## src/rtl/ex_muldiv.sv

```systemverilog
// ex_muldiv: iterative multiply/divide unit with architectural HI/LO registers.
// Sits in EX after the ID/EX register. It holds the pipeline via md_stall while
// an operation runs, then commits the 64-bit result to HI/LO. It also accepts
// MTHI/MTLO writes.
// Optional build macro: MULDIV_FAST_MUL_EN selects a single-cycle multiplier.
// When it is undefined, multiply reuses the 32-iteration shift-add path and no
// hardware multiplier is inferred.
module ex_muldiv (
    input  logic        clk,
    input  logic        resetn,
    input  logic        md_valid,
    input  logic        md_op,
    input  logic        md_sign,
    input  logic [31:0] md_a,
    input  logic [31:0] md_b,
    input  logic        ex_adv,
    input  logic        flush,
    input  logic [1:0]  hilo_wen,
    input  logic [31:0] hilo_wdata,
    output logic        md_stall,
    output logic [31:0] hi,
    output logic [31:0] lo
);
    // md_stall is a level request. It stays high while the operation that EX
    // holds is unfinished. flush always drops it in the same cycle.
    localparam logic [1:0] S_IDLE = 2'd0;
    localparam logic [1:0] S_BUSY = 2'd1;
    localparam logic [1:0] S_DONE = 2'd2;

    logic [1:0]  state_q, state_d;
    logic [4:0]  cnt_q, cnt_d;
    logic        op_q, op_d;
    logic        neg_quo_q, neg_quo_d;   // negate product / quotient
    logic        neg_rem_q, neg_rem_d;   // negate remainder (sign of dividend)
    logic [31:0] a_q, a_d;
    logic [31:0] b_q, b_d;
    logic [63:0] acc_q, acc_d;
    logic [31:0] hi_q, hi_d;
    logic [31:0] lo_q, lo_d;

    logic [31:0] a_mag, b_mag;
    logic [32:0] mul_sum;
    logic [63:0] mul_next;
    logic [32:0] div_shift;
    logic [33:0] div_diff;
    logic [63:0] div_next;
    logic [63:0] raw;
    logic [63:0] prod;
    logic [31:0] quo, rem;
    logic        last;

    assign hi = hi_q;
    assign lo = lo_q;

    // Operand magnitudes and one step of the shift-add / restoring-divide datapath
    always_comb begin
        a_mag = (md_sign && md_a[31]) ? -md_a : md_a;
        b_mag = (md_sign && md_b[31]) ? -md_b : md_b;
        // Multiply: acc = {partial product, remaining multiplier bits}
        mul_sum  = {1'b0, acc_q[63:32]} + {1'b0, a_q};
        mul_next = acc_q[0] ? {mul_sum, acc_q[31:1]} : {1'b0, acc_q[63:1]};
        // Divide: acc = {remainder, remaining dividend bits / quotient bits}
        div_shift = acc_q[63:31];
        div_diff  = {1'b0, div_shift} - {2'b00, b_q};
        if (!div_diff[33])
            div_next = {div_diff[31:0], acc_q[30:0], 1'b1};
        else
            div_next = {div_shift[31:0], acc_q[30:0], 1'b0};
`ifdef MULDIV_FAST_MUL_EN
        last = (cnt_q == 5'd31) || !op_q;
        raw  = op_q ? div_next : ({32'd0, a_q} * {32'd0, b_q});
`else
        last = (cnt_q == 5'd31);
        raw  = op_q ? div_next : mul_next;
`endif
        prod = neg_quo_q ? -raw : raw;
        quo  = neg_quo_q ? -raw[31:0] : raw[31:0];
        rem  = neg_rem_q ? -raw[63:32] : raw[63:32];
    end

    // Control FSM, stall request and HI/LO next-state (completion beats MTHI/MTLO)
    always_comb begin
        state_d   = state_q;
        cnt_d     = cnt_q;
        op_d      = op_q;
        neg_quo_d = neg_quo_q;
        neg_rem_d = neg_rem_q;
        a_d       = a_q;
        b_d       = b_q;
        acc_d     = acc_q;
        hi_d      = hi_q;
        lo_d      = lo_q;
        md_stall  = 1'b0;
        if (!flush && hilo_wen[1]) hi_d = hilo_wdata;
        if (!flush && hilo_wen[0]) lo_d = hilo_wdata;
        case (state_q)
            S_IDLE: begin
                md_stall = md_valid && !flush;
                if (md_valid && !flush) begin
                    a_d       = a_mag;
                    b_d       = b_mag;
                    op_d      = md_op;
                    neg_quo_d = md_sign && (md_a[31] ^ md_b[31]);
                    neg_rem_d = md_sign && md_a[31];
                    cnt_d     = 5'd0;
                    acc_d     = {32'd0, md_op ? a_mag : b_mag};
                    state_d   = S_BUSY;
                end
            end
            S_BUSY: begin
                md_stall = !flush;
                if (flush || !md_valid) begin
                    state_d = S_IDLE;
                end else begin
                    acc_d = raw;
                    cnt_d = cnt_q + 5'd1;
                    if (last) begin
                        hi_d    = op_q ? rem : prod[63:32];
                        lo_d    = op_q ? quo : prod[31:0];
                        state_d = S_DONE;
                    end
                end
            end
            S_DONE: begin
                if (ex_adv || flush || !md_valid) state_d = S_IDLE;
            end
            default: state_d = S_IDLE;
        endcase
    end

    // State registers with synchronous active-low reset
    always_ff @(posedge clk) begin
        if (!resetn) begin
            state_q   <= S_IDLE;
            cnt_q     <= 5'd0;
            op_q      <= 1'b0;
            neg_quo_q <= 1'b0;
            neg_rem_q <= 1'b0;
            a_q       <= 32'd0;
            b_q       <= 32'd0;
            acc_q     <= 64'd0;
            hi_q      <= 32'd0;
            lo_q      <= 32'd0;
        end else begin
            state_q   <= state_d;
            cnt_q     <= cnt_d;
            op_q      <= op_d;
            neg_quo_q <= neg_quo_d;
            neg_rem_q <= neg_rem_d;
            a_q       <= a_d;
            b_q       <= b_d;
            acc_q     <= acc_d;
            hi_q      <= hi_d;
            lo_q      <= lo_d;
        end
    end
endmodule

```

## config.mk

```make
export PLATFORM = sky130hd
export DESIGN_NAME = ex_muldiv
export DESIGN_NICKNAME = d
export VERILOG_FILES = /design/src/rtl/ex_muldiv.sv
export SDC_FILE = /design/constraint.sdc
export NUM_CORES = 1
export LEC_CHECK = 0
export ABC_AREA = 1
export CORE_MARGIN = 2
export CORE_UTILIZATION = 59
export CTS_BUF_LIST = sky130_fd_sc_hd__clkbuf_4 sky130_fd_sc_hd__clkbuf_8
export DETAILED_ROUTE_END_ITERATION = 7
export PLACE_DENSITY_LB_ADDON = 0.05
export SLEW_MARGIN = 10
export SYNTH_ARGS = -nofsm -noshare
export SYNTH_HDL_FRONTEND = slang
export SYNTH_SLANG_ARGS = --single-unit
```

## constraint.sdc

```tcl
create_clock -name clk -period 4.44 [get_ports clk]
set_clock_uncertainty 0.05 [all_clocks]
set_input_delay 0.888 -clock clk [delete_from_list [all_inputs] [get_ports clk]]
set_output_delay 0.888 -clock clk [all_outputs]
set_load 0.01 [all_outputs]
```

==> qor.txt <==
GP Congestion -> 1.030
maximum vdd drop -> 0.0002906 V
CP max FO -> 32
Rows -> 65
largest cells by area after synthesis -> dfxtp_1 22%, nand2_1 18%, inv_1 9.3%
final hold violation count -> 0
# clock sinks -> 202
CP dominant cell by count -> nand2_1
fmax -> 0.2404 GHz
setup TNS -> 0 ns
Netlist Area Pre-Place -> 0.01870 mm2
Post-DRT Antenna Nets -> 0
met3 WL post-DR -> 10.02 mm
WP data arrival -> 4.59 ns
Max Used Layer -> met4
crit path launch type -> register
crit-path max cell delay -> 0.37 ns
first-pass GRT wire length -> 114.8 mm
Vias/cell -> 6.054
CP required -> 4.87 ns
crit path cell chain -> inv_1, ha_1, nand2_1, nor2_1, nand2_1, a21oi_2, nor2_4, nand2_8, buf_6, nand2_1, nand3_2, nand2_1, inv_2, ha_1, inv_1, nor4_1, o21ai_0, nor2_1, a21boi_2, o21ai_1, nand3b_1, nand3_1, nand2_1, inv_1
CTS tree -> done
IO Pins -> 170
Post-Route M1 WL -> 29.83 mm
setup violators final -> 0
async set-reset flop share out of synthesis -> 0%
DP HPWL -> 59.25 mm
Final Cycle Share -> 93.69%
post-synth top area cell -> dfxtp_1
failing checks -> DRC
wire length per cell -> 20.07 um
final WL -> 75.80 mm
outcome -> finished, violations left
yosys warns -> 0
total gr overflow -> 0
fin crit period -> 4.160 ns
RSZ-0062 raised after global routing -> no
Initial DRC Count -> 3,583
Worst Tran Pin Value -> 1.009 ns
flop and latch count out of synthesis -> 202
main flop type after synthesis -> dfxtp_1
Relative slew margins -> 32.73%
Core Region -> 0.03139 mm2
Initial Util -> 59.56%
Post-Syn Instances -> 3,221
leakage -> 10.46 nW
clock root buffer -> clkbuf_8
total track usage -> 44.34%
clk buf depth -> 3
port bufs -> 169
Worst-Skew Late Latency -> 0.59 ns
vias in the first global route -> 20,890
layout cells sized above 1 -> 7.827%
critical path class -> register to register
Fin Hold WS -> 0.4169 ns
Die ar. -> 0.03313 mm2
mean area per synthesized cell -> 5.805 um2
final net count -> 3,521
met2 WL post-DR -> 32.00 mm
Layout area overhead -> 15.58%
Syn Nets -> 3,398
Die W -> 182.0 um
H-tree lvl count -> 2
worst setup margin -> 0.2800 ns
share of the synthesized area in the top cell type -> 21.63%
die height -> 182.0 um
Worst Hold Class -> register to register
TritonCTS Buffers -> 39
count leader, synth -> nand2_1
pin count of the biggest net entering global routing -> 82
Seq/Total Area, Yosys -> 21.63%
drt pass-1 iters -> 8
initial antenna violation count -> 1
placed cell areas -> 0.02063 mm2
count of different cell masters after synthesis -> 60
Max Cap Violations -> 0
design area -> 0.02161 mm2
DRC -> 3
synth cell count leaders -> 916 x nand2_1, 462 x inv_1, 266 x nor2_1
Vias -> 22,860
post-CTS setup buffer count -> 0
Slew Viols, Final -> 0
number of flops mapped to enable cells by yosys -> 0
clk slew on worst S/H paths -> 0.06 ns
pwr dens -> 282.4 mW/mm2
DP Worst Slack -> 0.2311 ns
CP max-delay cell -> ha_1
nature of the critical path endpoint -> register
==> repair_timing <==
item,4_1_cts,5_1_grt
resized for setup,0,9
hold buffers,0,0
endpoints found under the setup margin,0,8
==> area by class of cell <==
type	instances	area, um2
antenna	1	2.502
sequential	202	4054
timing repair buffer	211	2034
tap	402	503.0
clock inverter	11	203.9
clock buffer	59	749.5
multi-input combinational	2410	12260
fill	2751	9781
inverter	480	1803
==> flip-flops by register name, indices dropped and copies added, names as in the netlist <==
register,count
b_q,32
hi,32
state_q,2
lo,32
op_q,1
neg_quo_q,1
neg_rem_q,1
acc_q,64
a_q,32
cnt_q,5
==> layout by cell type (no fill, tap or decap), types with 28 or more instances in the layout <==
master,instances
xor2_1,54
nand2_2,28
nor2_2,31
dfxtp_1,196
nand3_1,240
o211ai_1,29
nor2_1,263
clkdlybuf4s50_1,168
o21ai_0,219
a21oi_1,255
nand2_1,915
clkbuf_8,49
buf_4,38
ha_1,70
nand4_1,30
inv_1,461
==> path summary, 6_finish.rpt <==
| check | startpoint | end | slack, ns | cells past startpoint |
|---|---|---|---|---|
| worst max register to register | b_q[25]$_SDFFE_PN0P_ | hi[18]$_SDFF_PN0_ | 0.28 | 24 |
| worst min-delay path | acc_q[31]$_SDFFE_PN0P_ | acc_q[31]$_SDFFE_PN0P_ | 0.42 | 2 |
| worst max-delay path | b_q[25]$_SDFFE_PN0P_ | hi[18]$_SDFF_PN0_ | 0.28 | 24 |
| worst min register to register | acc_q[31]$_SDFFE_PN0P_ | acc_q[31]$_SDFFE_PN0P_ | 0.42 | 2 |
==> routing by layer <==
layer  track usage [%]  vias to the layer above
met5                 0                        -
met2             68.43                     1630
met4             19.81                        0
met3             11.09                      310
li1                  -                    10640
met1             58.49                    10280
==> power breakdown <==
| group | internal, mW | switching, mW | total [mW] |
|---|---|---|---|
| registers | 1.90 | 0.0709 | 1.97 |
| logic | 0.598 | 1.24 | 1.83 |
| clock network | 1.39 | 0.915 | 2.30 |
==> stage by stage <==
| step | utilization (%) | power, mW | cells |
|---|---|---|---|
| global route | 68.84 | 6.304 | 3775 |
| detailed placement | 65.72 | 3.741 | 3705 |
| floorplan | - | 3.132 | 3221 |
| finish | 68.84 | 6.103 | 3776 |
| global placement | 65.72 | 3.719 | 3705 |
| CTS | 68.76 | 5.998 | 3775 |
==> worst max-delay path, delay by kind of cell (launching register included) <==
| kind | cells | cell delay (ns) |
|---|---|---|
| AO/OA/AOI/OAI | 4 | 0.72 |
| flip-flops | 1 | 0.30 |
| AND/OR/NAND/NOR | 13 | 1.86 |
| buffers and inverters | 5 | 0.56 |
| adder cells (fa/ha/maj) | 2 | 0.58 |
==> cell families after synthesis <==
group / after synthesis / synth area share [%]
AOI/OAI and AO/OA: 627 / 18.67
xor gates and xnor gates: 80 / 3.747
adders and majority gates: 72 / 4.898
buffers and inverters: 609 / 12.92
DFF: 202 / 21.63
muxes: 15 / 0.8566
and+or+nand+nor: 1616 / 37.28
Power figures use the tool's default switching activity.
